## src/rtl/hilo_muldiv_sequencer_pkg.sv

```systemverilog
// hilo_pkg: shared op/state encodings and defaults for the HI/LO mul/div sequencer
package hilo_pkg;
  localparam int WIDTH_DEF = 32;
  localparam int CNT_W_DEF = 6;
  typedef enum logic [1:0] {OP_MULT = 2'b00, OP_MULTU = 2'b01, OP_DIV = 2'b10, OP_DIVU = 2'b11} op_e;
  typedef enum logic [1:0] {S_IDLE, S_RUN, S_FIX, S_DONE} state_e;
  function automatic logic op_signed(input logic [1:0] op);
    return op == OP_MULT || op == OP_DIV;
  endfunction
endpackage

```

## src/rtl/hilo_muldiv_sequencer_if.sv

```systemverilog
// hilo_muldiv_sequencer_if: EX-stage request and HI/LO write-back bundle
interface hilo_muldiv_sequencer_if import hilo_pkg::*; #(parameter int WIDTH = WIDTH_DEF);
  logic start;
  logic [1:0] op;
  logic [WIDTH-1:0] op_a;
  logic [WIDTH-1:0] op_b;
  logic hilo_read;
  logic flush;
  logic busy;
  logic stall;
  logic [WIDTH-1:0] hi_out;
  logic [WIDTH-1:0] lo_out;
  logic hilo_write;
  logic div_zero;
  modport master (
    output start, op, op_a, op_b, hilo_read, flush,
    input busy, stall, hi_out, lo_out, hilo_write, div_zero
  );
  modport slave (
    input start, op, op_a, op_b, hilo_read, flush,
    output busy, stall, hi_out, lo_out, hilo_write, div_zero
  );
endinterface

```

## src/rtl/hilo_muldiv_sequencer_iter.sv

```systemverilog
// muldiv_iter_core: one radix-2 shift-add or restoring shift-subtract step per cycle on magnitudes
module muldiv_iter_core import hilo_pkg::*; #(
  parameter int WIDTH = WIDTH_DEF
) (
  input  logic             clk,
  input  logic             rst,
  input  logic             load,
  input  logic             step,
  input  logic             div,
  input  logic [WIDTH-1:0] a,
  input  logic [WIDTH-1:0] b,
  output logic [WIDTH-1:0] hi,
  output logic [WIDTH-1:0] lo
);
  logic [WIDTH:0]   rem;
  logic [WIDTH-1:0] low;
  logic [WIDTH:0]   sum;
  logic [WIDTH:0]   shifted;
  logic [WIDTH+1:0] trial;
  assign sum     = rem + (low[0] ? {1'b0, b} : '0);
  assign shifted = {rem[WIDTH-1:0], low[WIDTH-1]};
  assign trial   = {1'b0, shifted} - {2'b0, b};
  assign hi      = rem[WIDTH-1:0];
  assign lo      = low;
  // upper half holds partial product / remainder, lower half multiplier bits / quotient bits
  always_ff @(posedge clk or posedge rst) begin
    if (rst) begin
      rem <= '0;
      low <= '0;
    end else if (load) begin
      rem <= '0;
      low <= a;
    end else if (step) begin
      rem <= div ? (trial[WIDTH+1] ? shifted : trial[WIDTH:0]) : {1'b0, sum[WIDTH:1]};
      low <= div ? {low[WIDTH-2:0], ~trial[WIDTH+1]} : {sum[0], low[WIDTH-1:1]};
    end
  end
endmodule

```

## src/rtl/hilo_muldiv_sequencer.sv

```systemverilog
// hilo_muldiv_sequencer: multi-cycle MULT/MULTU/DIV/DIVU with HI/LO write strobe and pipeline stall
module hilo_muldiv_sequencer import hilo_pkg::*; #(
  parameter int WIDTH = WIDTH_DEF,
  parameter int CNT_W = CNT_W_DEF
) (
  input logic clk,
  input logic rst,
  hilo_muldiv_sequencer_if.slave bus
);
  state_e             state, state_n;
  logic [CNT_W-1:0]   cnt;
  logic               accept, sa, sb;
  logic               is_div, neg_p, neg_r, dz;
  logic [WIDTH-1:0]   a_in, b_in, a_orig, b_mag;
  logic [WIDTH-1:0]   core_hi, core_lo, hi_r, lo_r, hi_n, lo_n, quo_f, rem_f;
  logic [2*WIDTH-1:0] prod, prod_f;
  assign sa     = op_signed(bus.op) & bus.op_a[WIDTH-1];
  assign sb     = op_signed(bus.op) & bus.op_b[WIDTH-1];
  assign a_in   = sa ? -bus.op_a : bus.op_a;
  assign b_in   = sb ? -bus.op_b : bus.op_b;
  assign accept = state == S_IDLE && bus.start && !bus.flush;
  muldiv_iter_core #(.WIDTH(WIDTH)) u_core (
    .clk  (clk),
    .rst  (rst),
    .load (accept),
    .step (state == S_RUN),
    .div  (is_div),
    .a    (a_in),
    .b    (b_mag),
    .hi   (core_hi),
    .lo   (core_lo)
  );
  assign prod   = {core_hi, core_lo};
  assign prod_f = neg_p ? -prod : prod;
  assign quo_f  = neg_p ? -core_lo : core_lo;
  assign rem_f  = neg_r ? -core_hi : core_hi;
  assign hi_n   = dz ? a_orig : is_div ? rem_f : prod_f[2*WIDTH-1:WIDTH];
  assign lo_n   = dz ? '1 : is_div ? quo_f : prod_f[WIDTH-1:0];
  // state register
  always_ff @(posedge clk or posedge rst) begin
    if (rst) state <= S_IDLE;
    else state <= state_n;
  end
  // next state and outputs; flush is ignored in DONE so a committed result always writes
  always_comb begin
    state_n        = state;
    bus.busy       = state != S_IDLE;
    bus.stall      = state != S_IDLE && (bus.start || bus.hilo_read);
    bus.hilo_write = state == S_DONE;
    bus.hi_out     = state == S_DONE ? hi_r : '0;
    bus.lo_out     = state == S_DONE ? lo_r : '0;
    bus.div_zero   = state == S_DONE && dz;
    unique case (state)
      S_IDLE:  state_n = accept ? S_RUN : S_IDLE;
      S_RUN:   state_n = bus.flush ? S_IDLE : cnt == CNT_W'(WIDTH - 1) ? S_FIX : S_RUN;
      S_FIX:   state_n = bus.flush ? S_IDLE : S_DONE;
      default: state_n = S_IDLE;
    endcase
  end
  // iteration counter, running only while in RUN
  always_ff @(posedge clk or posedge rst) begin
    if (rst) cnt <= '0;
    else cnt <= state == S_RUN ? cnt + 1'b1 : '0;
  end
  // operand magnitude, sign flags and divide-by-zero captured on accept
  always_ff @(posedge clk or posedge rst) begin
    if (rst) begin
      is_div <= 1'b0;
      neg_p  <= 1'b0;
      neg_r  <= 1'b0;
      dz     <= 1'b0;
      a_orig <= '0;
      b_mag  <= '0;
    end else if (accept) begin
      is_div <= bus.op[1];
      neg_p  <= sa ^ sb;
      neg_r  <= sa;
      dz     <= bus.op[1] && bus.op_b == '0;
      a_orig <= bus.op_a;
      b_mag  <= b_in;
    end
  end
  // sign-corrected result captured in FIX, presented during DONE
  always_ff @(posedge clk or posedge rst) begin
    if (rst) begin
      hi_r <= '0;
      lo_r <= '0;
    end else if (state == S_FIX) begin
      hi_r <= hi_n;
      lo_r <= lo_n;
    end
  end
endmodule

```

## src/flat_wrapper.sv

```systemverilog
// flat-port wrapper written by rule: the top's interface ports become plain ports
module hilo_muldiv_sequencer_flat import hilo_pkg::*;
#(
  parameter int WIDTH = WIDTH_DEF,
  parameter int CNT_W = CNT_W_DEF
)
  (clk, rst, bus_start, bus_op, bus_op_a, bus_op_b, bus_hilo_read, bus_flush, bus_busy, bus_stall, bus_hi_out, bus_lo_out, bus_hilo_write, bus_div_zero);
  hilo_muldiv_sequencer_if #(.WIDTH(WIDTH)) bus_i ();
  input logic clk;
  input logic rst;
  input wire logic [$bits(bus_i.start)-1:0] bus_start;
  input wire logic [$bits(bus_i.op)-1:0] bus_op;
  input wire logic [$bits(bus_i.op_a)-1:0] bus_op_a;
  input wire logic [$bits(bus_i.op_b)-1:0] bus_op_b;
  input wire logic [$bits(bus_i.hilo_read)-1:0] bus_hilo_read;
  input wire logic [$bits(bus_i.flush)-1:0] bus_flush;
  output wire logic [$bits(bus_i.busy)-1:0] bus_busy;
  output wire logic [$bits(bus_i.stall)-1:0] bus_stall;
  output wire logic [$bits(bus_i.hi_out)-1:0] bus_hi_out;
  output wire logic [$bits(bus_i.lo_out)-1:0] bus_lo_out;
  output wire logic [$bits(bus_i.hilo_write)-1:0] bus_hilo_write;
  output wire logic [$bits(bus_i.div_zero)-1:0] bus_div_zero;
  assign bus_i.start = bus_start;
  assign bus_i.op = bus_op;
  assign bus_i.op_a = bus_op_a;
  assign bus_i.op_b = bus_op_b;
  assign bus_i.hilo_read = bus_hilo_read;
  assign bus_i.flush = bus_flush;
  assign bus_busy = bus_i.busy;
  assign bus_stall = bus_i.stall;
  assign bus_hi_out = bus_i.hi_out;
  assign bus_lo_out = bus_i.lo_out;
  assign bus_hilo_write = bus_i.hilo_write;
  assign bus_div_zero = bus_i.div_zero;
  hilo_muldiv_sequencer #(.WIDTH(WIDTH), .CNT_W(CNT_W)) u_core (.clk(clk), .rst(rst), .bus(bus_i));
endmodule
```

## config.mk

```make
export PLATFORM = sky130hd
export DESIGN_NAME = hilo_muldiv_sequencer_flat
export DESIGN_NICKNAME = d
export VERILOG_FILES = /design/src/rtl/hilo_muldiv_sequencer_pkg.sv /design/src/rtl/hilo_muldiv_sequencer_if.sv /design/src/rtl/hilo_muldiv_sequencer_iter.sv /design/src/rtl/hilo_muldiv_sequencer.sv /design/src/flat_wrapper.sv
export SDC_FILE = /design/constraint.sdc
export NUM_CORES = 1
export LEC_CHECK = 0
export CAP_MARGIN = 10
export CORE_MARGIN = 5
export CORE_UTILIZATION = 54
export CTS_CLUSTER_SIZE = 28
export DETAILED_ROUTE_END_ITERATION = 7
export PLACE_DENSITY = 0.78
export SYNTH_ARGS = -nofsm -noshare
export SYNTH_HDL_FRONTEND = slang
export SYNTH_SLANG_ARGS = --single-unit
```

## constraint.sdc

```tcl
create_clock -name clk -period 5.7 [get_ports clk]
set_input_delay 0.57 -clock clk [delete_from_list [all_inputs] [get_ports clk]]
set_output_delay 0.57 -clock clk [all_outputs]
set_load 0.01 [all_outputs]
```

---- After elaboration in Yosys (flattened, before gate mapping) ----
Cells that the tools add are included.
Widths: inputs -> output; s select.
operators by class
  add/subtract/negate cells ............... 8
  multipliers ............................. 0
  div/mod/pow operators ................... 0
  order comparisons ....................... 0
  equal/unequal tests ..................... 5
  shift operators ......................... 0
  muxes and demuxes ....................... 25
  bitwise operators ....................... 4
  reductions and logical operators ........ 13
operator list
  operator             count
  $mux 32              14
  $mux 33              4
  $neg 32->32          4
  $mux 64              1
  $neg 64->64          1
  $sub 33x32->34       1
  $add 33x33->33       1
  $logic_not 32->1     1
  $add 6x1->6 const B  1
  $eq 2x2->1 const B   3
  $eq 6x5->1 const B   1
  $mux 2               3
  $mux 6               1
  $pmux 2 s3           1
  $logic_and 1x1->1    5
  $logic_not 2->1      2
  $reduce_bool 2->1    2
  $and 1x1->1          2
  $eq 2x1->1 const B   1
  $logic_or 1x1->1     2
  $logic_not 1->1      1
  $mux 1               1
  $not 1->1            1
  $xor 1x1->1          1
storage, ports and cells
  flip-flop bits (word level) ............. 205
  bits in latches ......................... 0
  memory bits (writable) .................. 0
  ROM bits ................................ 0
  output and inout bits ................... 68
  word-level logic and storage cells ...... 67
  memories kept ........................... 0

---- Longest topological paths before layout ----
Gate-level depths: netlist of run 1.
  depth after elaboration ................. 5
  depth in mapped cells ................... 15
  mapped depth without buffers ............ 13

---- Hierarchy ----
A second synthesis of run 1 with hierarchy kept.
second synthesis, totals
  cells, all modules ...................... 2050
  area, all modules ....................... 16126.7 um^2
modules (own cells, without submodules)
  module                 instances  cells each  area each (um^2)
  hilo_muldiv_sequencer  1          1112        8987.4
  muldiv_iter_core       1          938         7139.3

---- Worst setup path after synthesis of run 1 ----
No wires, ideal clock.
  path kind ............................... register to register
  from .................................... reg u_core.u_core.low[0] (netlist: u_core.u_core.lo[0])
  to ...................................... reg u_core.u_core.rem[24]
  arrival time ............................ 3.387 ns
  required time ........................... 5.631 ns
  path slack .............................. 2.244 ns
  cell stages (with the launch flop) ...... 15
  path through ............................ dfrtp_1 clkbuf_1 inv_1 clkbuf_1 nor2_1 ha_1 o211ai_1 o211ai_1 nand3_1 a2111oi_0 o211ai_1 nand2_1 a21boi_0 or4b_2 nand3_1
on the way
  word-level cells in the longest chain between the ends .. 5
RTL lines
  what                    RTL line                          RTL
  start, declared         hilo_muldiv_sequencer_iter.sv:16  logic [WIDTH-1:0] low;
  start signal, assigned  hilo_muldiv_sequencer_iter.sv:35  low <= div ? {low[WIDTH-2:0], ~trial[WIDTH+1]} : {sum[0], low[WIDTH-1:1]};
  $mux 32                 hilo_muldiv_sequencer_iter.sv:20  assign sum = rem + (low[0] ? {1'b0, b} : '0);
  $add 33x33->33          hilo_muldiv_sequencer_iter.sv:20
  $mux 33                 hilo_muldiv_sequencer_iter.sv:34  rem <= div ? (trial[WIDTH+1] ? shifted : trial[WIDTH:0]) : {1'b0, sum[WIDTH:1]};
  $mux 33                 hilo_muldiv_sequencer_iter.sv:33  end else if (step) begin
  $mux 33                 hilo_muldiv_sequencer_iter.sv:30  end else if (load) begin
  end signal, assigned    hilo_muldiv_sequencer_iter.sv:34
  end, declared           hilo_muldiv_sequencer_iter.sv:15  logic [WIDTH:0] rem;
No other way between the ends. The select of a mux whose other input is x is not followed.
A chain may end at the register's enable or synchronous reset.

---- Worst setup path after layout of run 1 ----
Ends and elaborated chain as after synthesis.

==> flow_summary.yaml, run 1 <==
clock_tree:
  clk_pin_slew_ps: 60
  root_buffer: "clkbuf_16"
  holdBufCountCts: 0
  cts_setup_buffers: 0
  cts_max_level: 1
  cts_sinks: 205
  cts_buffers: 25
  insertion_delay_ps: 540
  cts_tree: "yes"
  cts_resized: 0
  clock_path_buffers: 3
setup_path:
  timing.rr.start: "u_core.u_core.lo[0]"
  r2r-end: "u_core.u_core.rem[24]"
  critical_path_peak_fanout: 13
  required_ps: 6170
  worstPathArrival_ps: 4820
  cp-start-kind: "register"
  ff2ff_path_depth: 12
  crit_type: "register to register"
  rrSetupSlack_ps: 1350
  cp-end-kind: "register"
synth:
  async_reset_ff_share_pct: 100
  syn_inst: 2014
  synth_nets: 2156
  ys_warn_count: 0
  avgSynthCellArea_um2: 7.89
  ys_ff_latch: 205
  yosysSeqAreaShare_pct: 32.3
  yosysUniqueCellTypes: 81
  synthFlopType: "dfrtp_1"
  synth_edf_count: 0
  netlist_area_um2: 15900
floorplan:
  die_x_um: 182
  io_pins: 139
  dieArea_um2: 33000
  core_area_um2: 28900
  initial_utilization_pct: 55.1
  fp-row-count: 62
  die_h_um: 182
global_routing:
  grt_overflow: 0
  grt_pass1_wl_um: 79900
  grt_pass1_vias: 14900
  antenna_found_initial: 1
  grt.total_usage_pct: 29.5
  grt_max_degree: 103
place:
  dp.cells: 2433
  io_buffers: 138
  gp_congestion: 0.972
  hpwl_um: 37800
cells_and_area:
  nNetsFinal: 2218
  fin_util_pct: 63.1
  area_delta_synth_final_pct: 14.5
  multi_input_area_um2: 10000
  fin_cells: 2475
  insertedDiodeCount: 0
  seq_area_um2: 5140
  drive_gt1_share_pct: 4.40
  n_fill_cell: 2586
timing:
  rsz0062_at_grt: "no"
  max_slew_margin_pct: 22.8
  setup-tns-final_ps: 0
  period_needed_ps: 4350
  slew_violations: 0
  tightestPinTransition_ps: 1160
  hold_violations: 0
  finalSetupViolCount: 0
  holdWs_ps: 352
  finClkSkew_ps: 12.9
  fmax_ghz: 0.230
  period_share_pct: 76.3
pwr:
  power_leakage_nw: 8.06
  power_density_nw_per_um2: 439
  ir_drop_mv: 0.275
drt:
  wirelength_um: 50400
  drc_errors: 0
  num_vias: 15500
  drt-initial-drc-count: 1910
  avgViaCountPerCell: 6.24
  ant_nets: 0
  dr.pass1.iters: 8
  wl_per_cell_um: 20.4
outcome:
  run_status: "finished, final reports clean"
flow_run:
  drv_cap: 0
hold_path:
  hp-class: "input port to async pin"
[worst max-delay path, cell delays in order, from the launching register on]
cell	delay, ps
dfrtp_1	500
inv_1	410
nor2_1	90
ha_1	370
o211ai_1	130
o211ai_1	330
nand3_1	200
a2111oi_0	840
o211ai_1	340
nand2_1	210
a21boi_0	120
or4b_2	650
nand3_1	100
[final cells by class]
class	count	share of cell area, %
well taps	384	2.64
repair buffers	161	8.61
inverters	68	1.42
flip-flops and latches	205	28.2
clock inverters	6	0.268
clock buffers	36	3.83
multi-input cells	1615	55.0
[state kept, by name, indices dropped and copies added (netlist names), 2 cells and up]
name	cells
u_core.u_core.rem	33
u_core.a_orig	32
u_core.b_mag	32
u_core.hi_r	32
u_core.lo_r	32
u_core.u_core.lo	32
u_core.cnt	6
u_core.state	2
[where the power goes]
part | internal (mW) | switching (mW)
clock | 0.848 | 0.641
combinational | 1.61 | 2.54
sequential | 1.75 | 0.589
total | 4.21 | 3.77
[synth_stat cells, types with 9 or more instances]
master	instances	area (µm²)
nor2b_1	13	81.3
or3_1	12	75.1
and2_1	15	93.8
nor3_1	37	185
buf_1	9	33.8
xnor2_1	71	622
o21ai_0	193	966
o21a_1	10	75.1
o41ai_1	15	131
mux2i_1	52	521
ha_1	69	863
inv_1	68	255
a31oi_1	15	93.8
xor2_1	104	911
o211ai_1	48	360
nand4_1	10	62.6
a22oi_1	9	67.6
or4_1	12	90.1
and3_1	92	576
o31ai_1	25	188
nor4_1	12	75.1
a21o_1	20	150
nand3_1	39	195
a211oi_1	13	97.6
nand2b_1	17	106
a21oi_1	163	816
nor2_1	171	642
dfrtp_1	205	5130
clkbuf_1	110	413
nand2_1	272	1020
[per-stage QoR]
| step | total power [mW] | setup slack, ps | area (µm²) |
|---|---|---|---|
| after floorplan | 5.16 | 2240 | 15900 |
| after global placement | 6.31 | 1560 | 17500 |
| final | 7.98 | 1350 | 18200 |
| after global routing | 8.50 | 1210 | 18200 |
| after detailed placement | 6.38 | 1510 | 17500 |
| after CTS | 7.88 | 1480 | 18200 |
[cell families after synthesis]
group | after synthesis | synth area share (%)
AND/OR/NAND/NOR | 740 | 22.2
AO/OA/AOI/OAI | 577 | 22.0
flip-flops | 205 | 32.3
buffers and inverters | 194 | 4.91
XOR/XNOR | 175 | 9.64
adder cells (fa/ha/maj) | 71 | 5.68
multiplexers | 52 | 3.27
[routing by layer]
metal / GRT usage (%) / up-vias / part of all wire [%]
met1: 38.9 / 7367 / 41
met2: 48.6 / 678 / 47
met3: 5.02 / 134 / 8.3
met4: 11.3 / 0 / 4.3
met5: 0 / - / 0
li1: - / 7273 / -
[how the worst max path moves through the flow]
stage,start,endpoint,slack [ps],depth (start not counted)
finish,u_core.u_core.lo[0],u_core.u_core.rem[24],1350,12
global route,u_core.u_core.lo[0],u_core.u_core.rem[31],1210,12
global placement,u_core.u_core.lo[0],u_core.u_core.rem[24],1560,12
floorplan,u_core.u_core.lo[0],u_core.u_core.rem[24],2240,14
detailed placement,u_core.u_core.lo[0],u_core.u_core.rem[24],1510,12
CTS,u_core.u_core.lo[0],u_core.u_core.rem[24],1480,12
[placed cells by master (no fill, tap or decap), drive strengths merged, types with 23 or more instances in the layout]
master	instances
xnor2	71
ha	69
clkbuf	36
mux2i	52
inv	68
nand2	272
o21ai	200
o31ai	25
nor3	39
and3	92
clkdlybuf4s50	138
nor2	172
xor2	104
nand3	39
buf	23
o211ai	48
a21oi	164
dfrtp	205
Note: power is estimated with default switching activity, not from simulation.
==> run 2: changes to the inputs <==
--- a/config.mk
+++ b/config.mk
@@ -7,10 +7,10 @@
 export LEC_CHECK = 0
 export CAP_MARGIN = 10
 export CORE_MARGIN = 5
-export CORE_UTILIZATION = 54
+export CORE_UTILIZATION = 60
 export CTS_CLUSTER_SIZE = 28
 export DETAILED_ROUTE_END_ITERATION = 7
-export PLACE_DENSITY = 0.78
+export PLACE_DENSITY = 0.82
 export SYNTH_ARGS = -nofsm -noshare
 export SYNTH_HDL_FRONTEND = slang
 export SYNTH_SLANG_ARGS = --single-unit
==> constraint.sdc (replaced) <==
create_clock -name clk -period 4.05 [get_ports clk]
set_input_delay 0.405 -clock clk [delete_from_list [all_inputs] [get_ports clk]]
set_output_delay 0.405 -clock clk [all_outputs]
set_load 0.01 [all_outputs]
==> flow_summary.yaml, run 2 (synthesis gave the netlist of run 1 again) <==
clock_tree:
  clock_path_buffers: 3
  clk_pin_slew_ps: 60
  insertion_delay_ps: 550
  cts_sinks: 205
  cts_setup_buffers: 0
  cts_buffers: 25
  root_buffer: "clkbuf_16"
  cts_tree: "yes"
  cts_max_level: 1
setup_path:
  cp-start-kind: "register"
  worstPathArrival_ps: 4370
  crit_type: "register to register"
  critical_path_peak_fanout: 12
  cp-end-kind: "register"
  required_ps: 4520
floorplan:
  die_x_um: 173
  die_h_um: 173
  dieArea_um2: 29800
  io_pins: 139
  core_area_um2: 26100
  initial_utilization_pct: 61.0
  fp-row-count: 59
timing:
  finClkSkew_ps: 17.7
  fmax_ghz: 0.256
  rsz0062_at_grt: "yes"
  setup_slack_ps: 149
  period_share_pct: 96.3
  holdWs_ps: 428
  period_needed_ps: 3900
  tightestPinTransition_ps: 1180
  hold_violations: 0
  finalSetupViolCount: 0
  max_slew_margin_pct: 21.3
  slew_violations: 0
place:
  pre_cts_ws_ps: 100
  gp_congestion: 1.00
  hpwl_um: 39700
  io_buffers: 138
  dp.cells: 2427
flow_run:
  drv_cap: 0
cells_and_area:
  largest_reg_flops: 33
  nNetsFinal: 2261
  final_common_cell: "nand2_1"
  fin_util_pct: 71.7
  fin_cells: 2474
  area_delta_synth_final_pct: 17.5
  regMostFlops: "u_core.u_core.rem"
  final_cell_mix: "272 x nand2_1, 202 x dfrtp_1, 193 x o21ai_0"
  drive_gt1_share_pct: 6.69
global_routing:
  grt.total_usage_pct: 34.5
  grt_max_degree: 104
  grt_pass1_wl_um: 85100
  antenna_found_initial: 0
  grt_overflow: 0
  grt_pass1_vias: 15500
pwr:
  seq_power_share_pct: 25.3
  p_int_mw: 6.51
  comb_power_share_pct: 54.0
  pwr-share-clk_pct: 20.7
  power_density_nw_per_um2: 645
  switching_share_pct: 46.0
  power.switching_mw: 5.54
  finalPower_mw: 12.0
  ir_drop_mv: 0.452
  power_leakage_nw: 8.36
drt:
  drc_errors: 0
  wirelength_um: 53800
  drt-initial-drc-count: 2179
  avgViaCountPerCell: 6.48
  dr.pass1.iters: 6
  ant_nets: 0
  wl_per_cell_um: 21.7
  num_vias: 16000
hold_path:
  hp-class: "input port to async pin"
outcome:
  run_status: "finished, final reports clean"
run 2: cell count changes in the layout (fill, tap and decap cells not counted), sizes merged:
| cell | before | now |
|---|---|---|
| buf | 23 | 66 |
| bufinv | 0 | 5 |
| clkbuf | 36 | 33 |
| clkinv | 5 | 4 |
| clkinvlp | 1 | 4 |
| diode | 0 | 1 |
run 2: final timing paths:
| kind | slack, ps | cells past startpoint | endpoint | startpoint |
|---|---|---|---|---|
| max | 150 | 13 | u_core.u_core.rem[24] | u_core.u_core.lo[0] |
| min | 430 | 2 | u_core.hi_r[13] | rst |
| max reg2reg | 150 | 13 | u_core.u_core.rem[24] | u_core.u_core.lo[0] |
| min reg2reg | 480 | 2 | u_core.hi_r[27] | u_core.hi_r[27] |
| max in group asynchronous | 2810 | 3 | u_core.hi_r[30] | rst |
| min in group clk | 480 | 2 | u_core.hi_r[27] | u_core.hi_r[27] |
run 2: metal layers:
metal	up-vias	global-route usage, %	wire length, µm
li1	7364	-	-
met1	7618	45.2	21400
met2	890	58.3	25600
met3	154	5.00	4380
met4	0	12.9	2370
met5	-	0	0
run 2: area by class of cell:
cell class,instances,area (µm²)
antenna,1,2.50
timing repair buffer,204,1940
tap,335,419
sequential,205,5140
clock buffer,33,686
clock inverter,13,218
fill,2097,7380
multi-input combinational,1615,10000
inverter,68,263
run 2: power by group through the flow:
stage	combinational (mW)	sequential, mW	clock [mW]
2_1_floorplan	4.39	2.87	0
3_3_place_gp	6.25	3.03	0
3_5_place_dp	6.31	3.05	0
4_1_cts	6.35	3.02	2.50
5_1_grt	7.07	3.09	2.59
6_report	6.51	3.05	2.49
run 2: metrics by stage:
stage	cell area, µm²	TNS [ps]
after floorplan	15900	0
after global placement	17800	0
after detailed placement	17800	0
after CTS	18700	0
after global routing	18700	-105
final	18700	0
run 2: worst max-delay path: stages, from the launching register on:
cell and delay (ps):
dfrtp_1 400, clkinvlp_4 260, nor2_1 160, ha_1 240, o211ai_1 120, o211ai_1 320, nand3_1 180, a2111oi_1 660
buf_4 220, o211ai_1 180, nand2_1 200, a21boi_0 130, or4b_2 650, nand3_1 100
run 2: timing repair:
item / in CTS / in global routing
hold buffers: 0 / 0
endpoints found under the setup margin: 0 / 4
gates resized for setup: 0 / 2
